--- src/rtl/serial_mem_target.sv ---
// rtl/serial_mem_target.sv - byte-serial bus target with word RAM; define ADDR_MIRROR_EN to alias out-of-range addresses
module serial_mem_target #(
    parameter int          ADDR_W    = 6,
    parameter logic [31:0] BASE_ADDR = 32'h0000_0000
) (
    input  logic       clk,
    input  logic       rst,
    input  logic [7:0] addr_in,
    input  logic [7:0] wdata_in,
    output logic [7:0] rd_byte,
    output logic       rd_oe,
    output logic [3:0] phase,
    output logic       err
);

    localparam int DEPTH = 1 << ADDR_W;

    logic [3:0]        phase_q, phase_d;
    logic [31:0]       addr_q, addr_d;
    logic [31:0]       wdata_q, wdata_d;
    logic [31:0]       rd_word_q, rd_word_d;
    logic [7:0]        rd_byte_q, rd_byte_d;
    logic              rd_oe_q, rd_oe_d;
    logic              err_q, err_d;

    logic [31:0]       mem [DEPTH];

    logic [31:0]       off;
    logic [ADDR_W-1:0] idx;
    logic              in_range;
    logic              cmd_wr;
    logic              mem_we;

    // Address decode of the captured address and the phase-5 command flag
    always_comb begin
        off    = addr_q - BASE_ADDR;
        idx    = off[ADDR_W+1:2];
`ifdef ADDR_MIRROR_EN
        in_range = 1'b1;
`else
        in_range = ((off >> (ADDR_W + 2)) == 32'd0);
`endif
        cmd_wr = addr_in[0];
        mem_we = (phase_q == 4'd5) && cmd_wr && in_range;
    end

    // Next-state logic: phase counter, byte capture, read-word shifter, error pulse
    always_comb begin
        phase_d   = (phase_q == 4'd9) ? 4'd0 : phase_q + 4'd1;
        addr_d    = addr_q;
        wdata_d   = wdata_q;
        rd_word_d = rd_word_q;
        rd_byte_d = 8'h00;
        rd_oe_d   = 1'b0;
        err_d     = 1'b0;
        case (phase_q)
            4'd1: begin
                addr_d[7:0]  = addr_in;
                wdata_d[7:0] = wdata_in;
            end
            4'd2: begin
                addr_d[15:8]  = addr_in;
                wdata_d[15:8] = wdata_in;
            end
            4'd3: begin
                addr_d[23:16]  = addr_in;
                wdata_d[23:16] = wdata_in;
            end
            4'd4: begin
                addr_d[31:24]  = addr_in;
                wdata_d[31:24] = wdata_in;
            end
            4'd5: begin
                // Byte 0 is presented during phase 6, so it is loaded here
                if (!cmd_wr) begin
                    rd_word_d = in_range ? mem[idx] : 32'h0;
                    rd_byte_d = rd_word_d[7:0];
                    rd_oe_d   = 1'b1;
                end
`ifndef ADDR_MIRROR_EN
                err_d = !in_range;
`endif
            end
            4'd6, 4'd7, 4'd8: begin
                if (rd_oe_q) begin
                    rd_word_d = rd_word_q >> 8;
                    rd_byte_d = rd_word_d[7:0];
                    rd_oe_d   = 1'b1;
                end
            end
            default: ;
        endcase
    end

    // Registered state with synchronous reset
    always_ff @(posedge clk) begin
        if (rst) begin
            phase_q   <= 4'd0;
            addr_q    <= 32'h0;
            wdata_q   <= 32'h0;
            rd_word_q <= 32'h0;
            rd_byte_q <= 8'h00;
            rd_oe_q   <= 1'b0;
            err_q     <= 1'b0;
        end else begin
            phase_q   <= phase_d;
            addr_q    <= addr_d;
            wdata_q   <= wdata_d;
            rd_word_q <= rd_word_d;
            rd_byte_q <= rd_byte_d;
            rd_oe_q   <= rd_oe_d;
            err_q     <= err_d;
        end
    end

    // RAM write; contents are not reset, and a write coinciding with reset is abandoned
    always_ff @(posedge clk) begin
        if (mem_we && !rst) begin
            mem[idx] <= wdata_q;
        end
    end

    assign phase   = phase_q;
    assign rd_byte = rd_byte_q;
    assign rd_oe   = rd_oe_q;
    assign err     = err_q;

endmodule

--- config.mk ---
export PLATFORM = sky130hd
export DESIGN_NAME = serial_mem_target
export DESIGN_NICKNAME = d
export VERILOG_FILES = /design/src/rtl/serial_mem_target.sv
export SDC_FILE = /design/constraint.sdc
export NUM_CORES = 2
export LEC_CHECK = 0
export ABC_CLOCK_PERIOD_IN_PS = 8600
export CELL_PAD_IN_SITES_DETAIL_PLACEMENT = 0
export CELL_PAD_IN_SITES_GLOBAL_PLACEMENT = 1
export CORE_AREA = 2 2 400 699
export DETAILED_ROUTE_END_ITERATION = 6
export DIE_AREA = 0 0 402 701
export HOLD_SLACK_MARGIN = 0.15
export PLACE_DENSITY = 0.51
export SLEW_MARGIN = 25
export SYNTH_ARGS = -nofsm -noshare
export SYNTH_HDL_FRONTEND = slang
export SYNTH_SLANG_ARGS = --single-unit
export TNS_END_PERCENT = 5
--- constraint.sdc ---
create_clock -name clk -period 8.6 [get_ports clk]
set_clock_uncertainty 0.05 [all_clocks]
set_input_delay 0.86 -clock clk [delete_from_list [all_inputs] [get_ports clk]]
set_output_delay 0.86 -clock clk [all_outputs]
set_load 0.02 [all_outputs]
==> impl_metrics.env <==
export IMPL_cap_violations=0
export IMPL_worstSetupStartpointType="register"
export IMPL_wl_mm=247
export IMPL_wl_per_cell_um=31.6
export IMPL_synth_seq_cells=2154
export IMPL_post_route_cells_drive_above_1_share_pct=24.4
export IMPL_cts_hold_buf=0
export IMPL_rows=255
export IMPL_postCtsSetupRepairBufs=0
export IMPL_grt_pass1_wl_mm=343
export IMPL_worst_path_max_fanout=34
export IMPL_cts_repair_resized=0
export IMPL_finalSetupViolations=0
export IMPL_synth_area_mux_share_pct=15.6
export IMPL_p_per_area_mw_per_mm2=226
export IMPL_ant_nets=0
export IMPL_grtUsageTotal_pct=17.3
export IMPL_syn2layout_area_growth_pct=13.8
export IMPL_period_minus_slack_ps=4110
export IMPL_drv_slew=0
export IMPL_fin_setup_tns_ps=0
export IMPL_synth_simple_gate_area_share_pct=3.12
export IMPL_crit_type="register to register"
export IMPL_io_pins=32
export IMPL_port_buffers=31
export IMPL_synth_edf_count=2048
export IMPL_grt_max_degree=97
export IMPL_core_area_sq_mm=0.276
export IMPL_hold_slack_ps=402
export IMPL_gp_congestion=0.804
export IMPL_synth_adder_area_share_pct=0.0607
export IMPL_die_y_um=701
export IMPL_clock_path_buffers=4
export IMPL_drt_pre_antenna_iters=5
export IMPL_crit_path_end_kind="register"
export IMPL_ys_warn_count=0
export IMPL_initial_utilization_pct=29.9
export IMPL_ys_seq_area_share_pct=77.2
export IMPL_mostFrequentLayoutCells="2,048 x edfxtp_1, 509 x mux4_2, 324 x nand2_1, 196 x clkbuf_16, 114 x mux2i_1"
export IMPL_synth_avg_cell_area_sq_um=21.0
export IMPL_synth_top_family_by_area="multiplexers"
export IMPL_fin_crit_sh_pct=47.8
export IMPL_fin_util_pct=34.0
export IMPL_rsz0062_at_grt="false"
export IMPL_grt_antenna_before_repair=11
export IMPL_max_freq_mhz=243
export IMPL_path_cells="buf_4, buf_4, mux4_2, mux4_2, nor2_1, o41ai_1"
export IMPL_grt_overflow=0
export IMPL_vias=39600
export IMPL_max_slew_margin_rel_pct=22.7
export IMPL_synthFlopType="edfxtp_1"
export IMPL_syn_nets=3941
export IMPL_synth_compound_area_share_pct=2.56
export IMPL_slowest_stage="dfxtp_4"
export IMPL_cts_root_buf="clkbuf_16"
export IMPL_grt_pass1_vias=41500
export IMPL_dieArea_sq_mm=0.282
export IMPL_vias_per_cell=5.07
export IMPL_netlist_area_sq_mm=0.0825
export IMPL_required_ps=9270
export IMPL_crit_path_max_incr_delay_ps=840
export IMPL_p_leak_nw=28.4
export IMPL_irDropWorstVdd_v=0.000179
export IMPL_finalHoldViolCount=0
export IMPL_status="finished, final reports clean"
export IMPL_yosys_cell_types_count=63
export IMPL_layout_cells_most_common="edfxtp_1"
export IMPL_htree_levels=4
export IMPL_drc_errors=0
export IMPL_tritoncts="done"
export IMPL_first_iter_violations=3507
export IMPL_synth_xor_area_share_pct=0
export IMPL_insertion_delay_ps=840
export IMPL_synthArstFlopShare_pct=0
export IMPL_cts_buffers_inserted=191
export IMPL_synth_cells=3919
export IMPL_dp_hpwl_mm=147
export IMPL_die_x_um=402
export IMPL_clock_sinks=2154
export IMPL_nNetsFinal=4080
export IMPL_arrival_ps=4780
export IMPL_clkTransAtPathRegs_ps=70
export IMPL_hold_class="register to register"
export IMPL_tightestPinTransition_ps=1160
==> report_power, final <==
group | internal [mW] | switching (mW) | total [mW]
clock | 4.60 | 3.80 | 8.40
combinational | 0.433 | 0.788 | 1.22
sequential | 11.5 | 0.134 | 11.6
==> final timing paths <==
| kind | end | slack (ps) | depth (start not counted) | from |
|---|---|---|---|---|
| worst min-delay path | rd_word_q[24] | 400 | 2 | rd_word_q[24] |
| worst max register to register | rd_word_q[14] | 4490 | 6 | register |
| worst max-delay path | rd_word_q[14] | 4490 | 6 | register |
| worst min register to register | rd_word_q[24] | 400 | 2 | rd_word_q[24] |
==> routing by layer <==
metal  share of wire [%]  up-vias  global-route usage (%)
met1                  38    21900                    20.5
met3                 3.7      289                    1.60
li1                    -    16500                       -
met4                 4.0        0                    6.74
met5                   0        -                       0
met2                  54      961                    32.2
==> layout make-up <==
type                       count  area, sq um
multi-input combinational   1546        18100
tap                         3598         4500
sequential                  2154        63700
antenna                       15         37.5
inverter                       6         30.0
clock buffer                 268         5310
clock inverter                68          591
timing repair buffer         159         1530
fill                       26100       182000
==> kinds of logic (layout without fill, tap and decap cells) <==
| group | Yosys count | in the layout |
|---|---|---|
| AND/OR/NAND/NOR | 589 | 589 |
| buffers and inverters | 219 | 501 |
| other | 0 | 15 |
| flip-flops | 2154 | 2154 |
| AO/OA/AOI/OAI | 309 | 309 |
| adder cells (fa/ha/maj) | 4 | 4 |
| multiplexers | 644 | 644 |
==> metrics by stage <==
stage / power, mW / setup WS, ps / area (sq um) / std cells
2_1_floorplan: 12.5 / 5070 / 82500 / 3919
3_3_place_gp: 13.1 / 3590 / 87700 / 7454
3_5_place_dp: 13.1 / 4020 / 87800 / 7461
4_1_cts: 21.5 / 4280 / 93700 / 7797
5_1_grt: 21.8 / 4200 / 93800 / 7811
6_report: 21.2 / 4490 / 93800 / 7814
==> Yosys cell counts (9+ instances only) <==
library cell | instances | area share, %
nand2_1 | 325 | 1.5
mux4_2 | 509 | 14
buf_6 | 28 | 0.38
o41ai_1 | 19 | 0.20
and3_1 | 25 | 0.19
mux2_2 | 21 | 0.29
buf_4 | 46 | 0.42
a21o_1 | 19 | 0.17
nor2b_1 | 11 | 0.083
nand2b_1 | 11 | 0.083
nor4_1 | 10 | 0.076
edfxtp_1 | 2048 | 75
o22ai_1 | 17 | 0.13
nand3_1 | 47 | 0.29
mux2i_1 | 114 | 1.4
a21oi_1 | 91 | 0.55
clkbuf_1 | 75 | 0.34
buf_2 | 47 | 0.29
a22oi_1 | 38 | 0.35
nor3_1 | 9 | 0.055
dfxtp_1 | 106 | 2.6
a32oi_1 | 22 | 0.23
and2_1 | 9 | 0.068
o21ai_1 | 14 | 0.085
o21ai_0 | 17 | 0.10
a32o_1 | 10 | 0.12
nor2_1 | 110 | 0.50
buf_1 | 17 | 0.077
==> flip-flops by register name (all words and copies together), names as in the netlist, named ones only <==
register   cells
phase          4
wdata_q       32
rd_word_q     24
addr_q        30
mem         2048
err            1
rd_byte        8
rd_oe          1
==> worst max-delay path, delay by kind of cell, from the launching register on <==
family | cells | cell delay (ps)
multiplexers | 2 | 1180
buffers and inverters | 2 | 1220
AO/OA/AOI/OAI | 1 | 140
AND/OR/NAND/NOR | 1 | 440
flip-flops | 1 | 840
Power figures use the tool's default switching activity.
